**src/rtl/decode_hazard_ctrl_if.sv**
```systemverilog
// Decode <-> interlock controller bundle: decoded instruction fields and control
// inputs from decode, stall/issue/bubble decisions and status back to the pipeline.
interface decode_hazard_ctrl_if #(
    parameter int CNT_W = 16
);
    logic             insn_valid;
    logic [5:0]       opcode;
    logic [5:0]       func;
    logic [4:0]       rs;
    logic [4:0]       rt;
    logic [4:0]       rd;
    logic             ext_stall;
    logic             flush;
    logic             stall;
    logic             issue;
    logic             bubble;
    logic             busy;
    logic [CNT_W-1:0] stall_cnt;

    modport master (
        output insn_valid, opcode, func, rs, rt, rd, ext_stall, flush,
        input  stall, issue, bubble, busy, stall_cnt
    );

    modport slave (
        input  insn_valid, opcode, func, rs, rt, rd, ext_stall, flush,
        output stall, issue, bubble, busy, stall_cnt
    );
endinterface

```
**src/rtl/decode_hazard_ctrl.sv**
```systemverilog
// Decode-stage interlock: classifies the decoded MIPS instruction, tracks destination
// registers of in-flight instructions and stalls decode on read-after-write hazards.
module decode_hazard_ctrl #(
    parameter int DEPTH     = 3,
    parameter bit WB_BYPASS = 1'b1,
    parameter int CNT_W     = 16
) (
    input logic                 clk,
    input logic                 rst_n,
    decode_hazard_ctrl_if.slave bus
);
    typedef struct packed {
        logic       v;
        logic [4:0] dst;
    } sb_entry_t;

    sb_entry_t        sb [DEPTH];
    logic [CNT_W-1:0] stall_cnt_q;
    logic             reads_rs;
    logic             reads_rt;
    logic [4:0]       dst;
    logic             has_dst;
    logic             hazard;
    logic             stall;
    logic             issue;
    logic             busy;

    // NOTE: every always_comb output gets a default first, so no path can infer a latch.
    always_comb begin
        reads_rs = 1'b0;
        reads_rt = 1'b0;
        dst      = 5'd0;
        case (bus.opcode) inside
            6'h00: begin
                reads_rs = 1'b1;
                if (bus.func != 6'h08) begin
                    reads_rt = 1'b1;
                    dst      = bus.rd;
                end
            end
            6'h03: dst = 5'd31;
            6'h04, 6'h05, [6'h28:6'h2B]: begin
                reads_rs = 1'b1;
                reads_rt = 1'b1;
            end
            6'h06, 6'h07: reads_rs = 1'b1;
            [6'h08:6'h0F], [6'h20:6'h25]: begin
                reads_rs = 1'b1;
                dst      = bus.rt;
            end
            default: ;
        endcase
    end

    assign has_dst = (dst != 5'd0);

    // The oldest entry is skipped when the register file writes before it is read.
    always_comb begin
        hazard = 1'b0;
        for (int i = 0; i < DEPTH; i++) begin
            if (sb[i].v && (sb[i].dst != 5'd0) && !(WB_BYPASS && (i == DEPTH - 1)) &&
                ((reads_rs && (sb[i].dst == bus.rs)) || (reads_rt && (sb[i].dst == bus.rt))))
                hazard = 1'b1;
        end
        hazard = hazard & bus.insn_valid;
    end

    always_comb begin
        busy = 1'b0;
        for (int i = 0; i < DEPTH; i++)
            busy = busy | sb[i].v;
    end

    assign stall         = hazard | bus.ext_stall;
    assign issue         = bus.insn_valid & ~stall & ~bus.flush;
    assign bus.stall     = stall;
    assign bus.issue     = issue;
    assign bus.bubble    = ~bus.ext_stall & ~issue;
    assign bus.busy      = busy;
    assign bus.stall_cnt = stall_cnt_q;

    // NOTE: sequential state is written only with non-blocking assignments.
    // NOTE: the scoreboard is a few flops, not a RAM, so it is reset like any register.
    always_ff @(posedge clk or negedge rst_n) begin
        if (!rst_n) begin
            for (int i = 0; i < DEPTH; i++)
                sb[i] <= '0;
        end else if (bus.flush) begin
            for (int i = 0; i < DEPTH; i++)
                sb[i].v <= 1'b0;
        end else if (!bus.ext_stall) begin
            for (int i = DEPTH - 1; i > 0; i--)
                sb[i] <= sb[i-1];
            sb[0] <= issue ? sb_entry_t'{v: has_dst, dst: dst} : '0;
        end
    end

    always_ff @(posedge clk or negedge rst_n) begin
        if (!rst_n)
            stall_cnt_q <= '0;
        else if (stall && (stall_cnt_q != {CNT_W{1'b1}}))
            stall_cnt_q <= stall_cnt_q + CNT_W'(1);
    end
endmodule

```
**src/flat_wrapper.sv**
```systemverilog
// flat-port wrapper written by rule: the top's interface ports become plain ports
module decode_hazard_ctrl_flat 
#(
    parameter int DEPTH     = 3,
    parameter bit WB_BYPASS = 1'b1,
    parameter int CNT_W     = 16
)
  (clk, rst_n, bus_insn_valid, bus_opcode, bus_func, bus_rs, bus_rt, bus_rd, bus_ext_stall, bus_flush, bus_stall, bus_issue, bus_bubble, bus_busy, bus_stall_cnt);
  decode_hazard_ctrl_if #(.CNT_W(CNT_W)) bus_i ();
  input logic clk;
  input logic rst_n;
  input wire logic [$bits(bus_i.insn_valid)-1:0] bus_insn_valid;
  input wire logic [$bits(bus_i.opcode)-1:0] bus_opcode;
  input wire logic [$bits(bus_i.func)-1:0] bus_func;
  input wire logic [$bits(bus_i.rs)-1:0] bus_rs;
  input wire logic [$bits(bus_i.rt)-1:0] bus_rt;
  input wire logic [$bits(bus_i.rd)-1:0] bus_rd;
  input wire logic [$bits(bus_i.ext_stall)-1:0] bus_ext_stall;
  input wire logic [$bits(bus_i.flush)-1:0] bus_flush;
  output wire logic [$bits(bus_i.stall)-1:0] bus_stall;
  output wire logic [$bits(bus_i.issue)-1:0] bus_issue;
  output wire logic [$bits(bus_i.bubble)-1:0] bus_bubble;
  output wire logic [$bits(bus_i.busy)-1:0] bus_busy;
  output wire logic [$bits(bus_i.stall_cnt)-1:0] bus_stall_cnt;
  assign bus_i.insn_valid = bus_insn_valid;
  assign bus_i.opcode = bus_opcode;
  assign bus_i.func = bus_func;
  assign bus_i.rs = bus_rs;
  assign bus_i.rt = bus_rt;
  assign bus_i.rd = bus_rd;
  assign bus_i.ext_stall = bus_ext_stall;
  assign bus_i.flush = bus_flush;
  assign bus_stall = bus_i.stall;
  assign bus_issue = bus_i.issue;
  assign bus_bubble = bus_i.bubble;
  assign bus_busy = bus_i.busy;
  assign bus_stall_cnt = bus_i.stall_cnt;
  decode_hazard_ctrl #(.DEPTH(DEPTH), .WB_BYPASS(WB_BYPASS), .CNT_W(CNT_W)) u_core (.clk(clk), .rst_n(rst_n), .bus(bus_i));
endmodule
```
**config.mk**
```make
export PLATFORM = sky130hd
export DESIGN_NAME = decode_hazard_ctrl_flat
export DESIGN_NICKNAME = d
export VERILOG_FILES = /design/src/rtl/decode_hazard_ctrl_if.sv /design/src/rtl/decode_hazard_ctrl.sv /design/src/flat_wrapper.sv
export SDC_FILE = /design/constraint.sdc
export NUM_CORES = 1
export LEC_CHECK = 0
export CAP_MARGIN = 20
export CORE_UTILIZATION = 47
export CTS_BUF_LIST = sky130_fd_sc_hd__clkbuf_16
export DETAILED_ROUTE_END_ITERATION = 10
export GPL_TIMING_DRIVEN = 0
export PLACE_DENSITY = 0.84
export SLEW_MARGIN = 5
export SYNTH_ARGS = -nofsm -noshare
export SYNTH_HDL_FRONTEND = slang
export SYNTH_SLANG_ARGS = --single-unit
```
**constraint.sdc**
```tcl
create_clock -name clk -period 3.15 [get_ports clk]
set_input_delay 0.63 -clock clk [delete_from_list [all_inputs] [get_ports clk]]
set_output_delay 0.63 -clock clk [all_outputs]
set_load 0.01 [all_outputs]
```
==> metrics.md, run 1 <==
| Metric | Value |
|---|---|
| Fin crit share | a little over nine tenths |
| Fraction of layout cells with a size suffix above 1 | between 10% and 20% |
| Multiplexer share of the synthesized area | between 1.5 and 2% |
| CTS Buf Count | 5 |
| Routed wire length | roughly 4.3 mm |
| Critical path data required time | ~2500 ps |
| Hold WS | 486 ps |
| Final Hold Fails | 0 |
| Largest family of logic cells by synthesized area | simple AND/OR/NAND/NOR gates |
| CTS tree | yes |
| Core Rows | 21 |
| Clock Latency Late Sink | around 270 ps |
| Vias | 1592 |
| XOR/XNOR Fraction of Synth Area | between 10% and 20% |
| Setup CP Type | in2out |
| Filler instances | 250 |
| Max Slew Vio Count | 0 |
| Pleak | 0.00107 uW |
| Hold_buf cts | 0 |
| Worst clock skew | roughly 5.3 ps |
| Post-Syn Area per Cell | around 9.8 sq um |
| Die Wd | between 60 and 70 microns |
| Adder-cell share of the synthesized area | 0.713% |
| Drt first pass iters | 4 |
| Critical Path Max Stage Delay | approximately 550 ps |
| Met2 Use GR | roughly 38% |
| Die area | 3980 sq um |
| GRT busiest layer | met2 |
| Most used cell, CP | inv_2 |
| Clock tree sinks | 29 |
| IO Port Bufs | 50 |
| Crit-path slowest cell | or4b_4 |
| Nets | ~270 |
| Synth Instances | ~180 |
| Core ar. | approximately 3400 sq um |
| Status | finished, final reports clean |
| Synth Area in Compound Gates | a little over a tenth |
| Vias in the first global route | about 1500 |
| H-tree levels | 2 |
| Synth Area in Simple Gates | approximately a quarter |
| Worst R2R Setup Slack | 650 ps |
| Die H | roughly 63 microns |
| Dpl cell area | roughly 2300 sq um |
| R2r startpoint | u_core.sb[14] |
| Critical path cell sequence | clkdlybuf4s50_1 -> or4b_4 -> o31ai_4 -> nor3_2 -> o22ai_2 -> nand2_2 -> inv_2 -> nand3_4 -> inv_2 -> buf_2 |
| Clock Tree Root | clkbuf_16 |
| Antenna violations before repair | 0 |
| Max-slew headroom | ~65% |
| Register area | just over 700 sq um |
| Pwr per Cell Area | between 500 and 600 nW/um^2 |
| WL/cell | 14.9 microns |
| Crit path launch type | input pin |
| Peak supply drop | 0.000398 V |
| # DRC | 0 |
| HPWL after detailed placement | a little over 3 mm |
| Gr usage total | between 20% and 30% |
| R2r worst-path depth | 11 |
| Final setup vio count | 0 |
| Crit-path max FO | 7 |
| Placer Congestion | between 0.8 and 0.9 |
| Area delta synth->final | 43.5% |
| Largest net degree at the start of global routing | 20 |
| Yosys warnings | 0 |
| Initial Util | between 50 and 60% |
| Sequential share of the synthesized area | about 41% |
| Met3 usage | under 10% |
| Iter 0 DRT Violations | between 90 and 100 |
| HP Class | reg2reg |
| Post-route cell area | between 2000 and 3000 sq um |
| RSZ-0062 raised after global routing | no |
| Post-Syn Area | around 1800 sq um |
| Syn nets | ~210 |
| CTS max path bufs | 2 |
| Yosys cell types | 40 |
| Post-DR vias/cell | around 5.6 |
| Max Cap Viol | 0 |
| Least-Margin Pin Slew | 530 ps |
| Post-route ant nets | 0 |
| First-pass GRT wire length | ~7.2 mm |
| #FFs+latches synth | 29 |
| Global route overflow | 0 |
| Peak Freq | around 0.32 GHz |
| Worst R2R End | u_core.bus.stall_cnt[11] |
| Global Route met1 Usage | about 30% |
| I/O pin cnt | 52 |
| Min-delay src | u_core.bus.stall_cnt[6] |
| Antenna cells | 0 |
| WHS Endpoint | u_core.bus.stall_cnt[6] |
| CTS clk-pin slew, worst paths | 50 ps |
| Worst hold stages | 1 |
| Area occupied by multi-input gates | a little over 1000 sq um |
| Crit. End Element | primary output |
| CP arrival | around 2500 ps |
| Min Clock Period, post-route | ~3100 ps |
## power breakdown
part           internal (uW)  switching (uW)
Combinational            195             153
Sequential               426            67.2
Clock                    280             148
## area by class of cell
class	count	area share [%]
Buffer	5	1.39
Clock buffer	5	4.97
Clock inverter	2	0.298
Inverter	3	0.447
Multi-Input combinational cell	142	41.1
Sequential cell	29	28.8
Tap cell	46	2.29
Timing Repair Buffer	54	20.7
## kinds of logic after synthesis
group | count (synthesis)
AO/OA/AOI/OAI | 25
XOR/XNOR | 35
adder cells (fa/ha/maj) | 1
buffers and inverters | 8
flip-flops | 29
multiplexers | 3
AND/OR/NAND/NOR | 78
## registers in the layout, indices dropped and copies added, names as in the netlist
| name | count |
|---|---|
| u_core.bus.stall_cnt | 16 |
| u_core.sb | 13 |
## worst max-delay path, delay by kind of cell
kind	cells	cell delay, ps
compound gates	2	310
simple gates	4	850
buf+inv	4	670
## synth_stat cells (all sizes together)
master  number  area, sq um
a22o         1         17.5
mux2         1         11.3
a221oi       6         52.6
ha           1         12.5
nand3       15          110
nand2       27          106
xor2         9         78.8
or3          1         6.26
o31ai        1         7.51
or4b         1         10.0
clkbuf       4         15.0
buf          1         20.0
nand4        6         37.5
o22ai        2         18.8
nand3b       1         7.51
o21ai        8         47.5
a211oi       1         7.51
or4          2         15.0
and3         6         37.5
a21o         2         16.3
and4         1         8.76
mux2i        2         20.0
nor2         5         18.8
inv          3         11.3
dfrtp       29          726
nor4         5         31.3
nor3         4         25.0
a21oi        2         10.0
xnor2       26          228
and2         3         18.8
a31oi        1         6.26
or2          1         6.26
a31o         1         8.76
## routing by layer
layer | vias to the layer above | part of all wire (%)
met2 | 64 | 47
met3 | 10 | 7.2
li1 | 763 | -
met4 | 0 | 1.8
met1 | 755 | 44
met5 | - | 0
## timing repair
| action | in CTS | in global routing |
|---|---|---|
| resized for setup | 22 | 4 |
| pin swaps | 6 | 3 |
| endpoints found under the setup margin | 3 | 3 |
| endpoints found under the hold margin | 0 | 0 |
| setup buffers | 2 | 1 |
## stage by stage
| step | setup TNS [ps] | power [uW] | util (%) | instances | setup WS (ps) |
|---|---|---|---|---|---|
| floorplan | 0 | 656 | - | 179 | 490 |
| CTS | 0 | 1280 | 72.2 | 285 | 2.38 |
| global route | 0 | 1340 | 73.1 | 286 | 0.0795 |
| finish | 0 | 1270 | 73.1 | 286 | 70.4 |
| detailed placement | -1540 | 843 | 67.6 | 276 | -587 |
| global placement | -1560 | 832 | 67.2 | 275 | -573 |
## how the worst max path moves through the flow
stage,start,end,cells after the start
2_1_floorplan,bus_func[1],bus_issue,8
3_3_place_gp,bus_opcode[3],bus_issue,10
3_5_place_dp,bus_func[1],bus_issue,10
4_1_cts,bus_func[2],bus_issue,10
5_1_grt,bus_func[2],bus_issue,10
6_report,bus_func[2],bus_issue,10
## cell usage in the layout, fill, tap and decap left out, drive strengths merged, types with 3 or more instances in the layout
cell	instances
clkdlybuf4s50	43
dfrtp	29
nand2	27
xnor2	26
nand3	15
xor2	9
clkbuf	9
o21ai	8
buf	8
and3	6
nand4	6
a221oi	6
nor2	5
nor4	5
nor3	4
inv	4
and2	3
dlygate4sd2	3
No activity file was read; power rests on OpenSTA's default activity.
==> run 2: changes to the inputs <==
--- a/config.mk
+++ b/config.mk
@@ -8,6 +8,7 @@
 export CAP_MARGIN = 20
 export CORE_UTILIZATION = 47
 export CTS_BUF_LIST = sky130_fd_sc_hd__clkbuf_16
+export CTS_CLUSTER_SIZE = 28
 export DETAILED_ROUTE_END_ITERATION = 10
 export GPL_TIMING_DRIVEN = 0
 export PLACE_DENSITY = 0.84
==> results of run 2 <==
The final DEF is identical to that of run 1; final timing and power are the same.
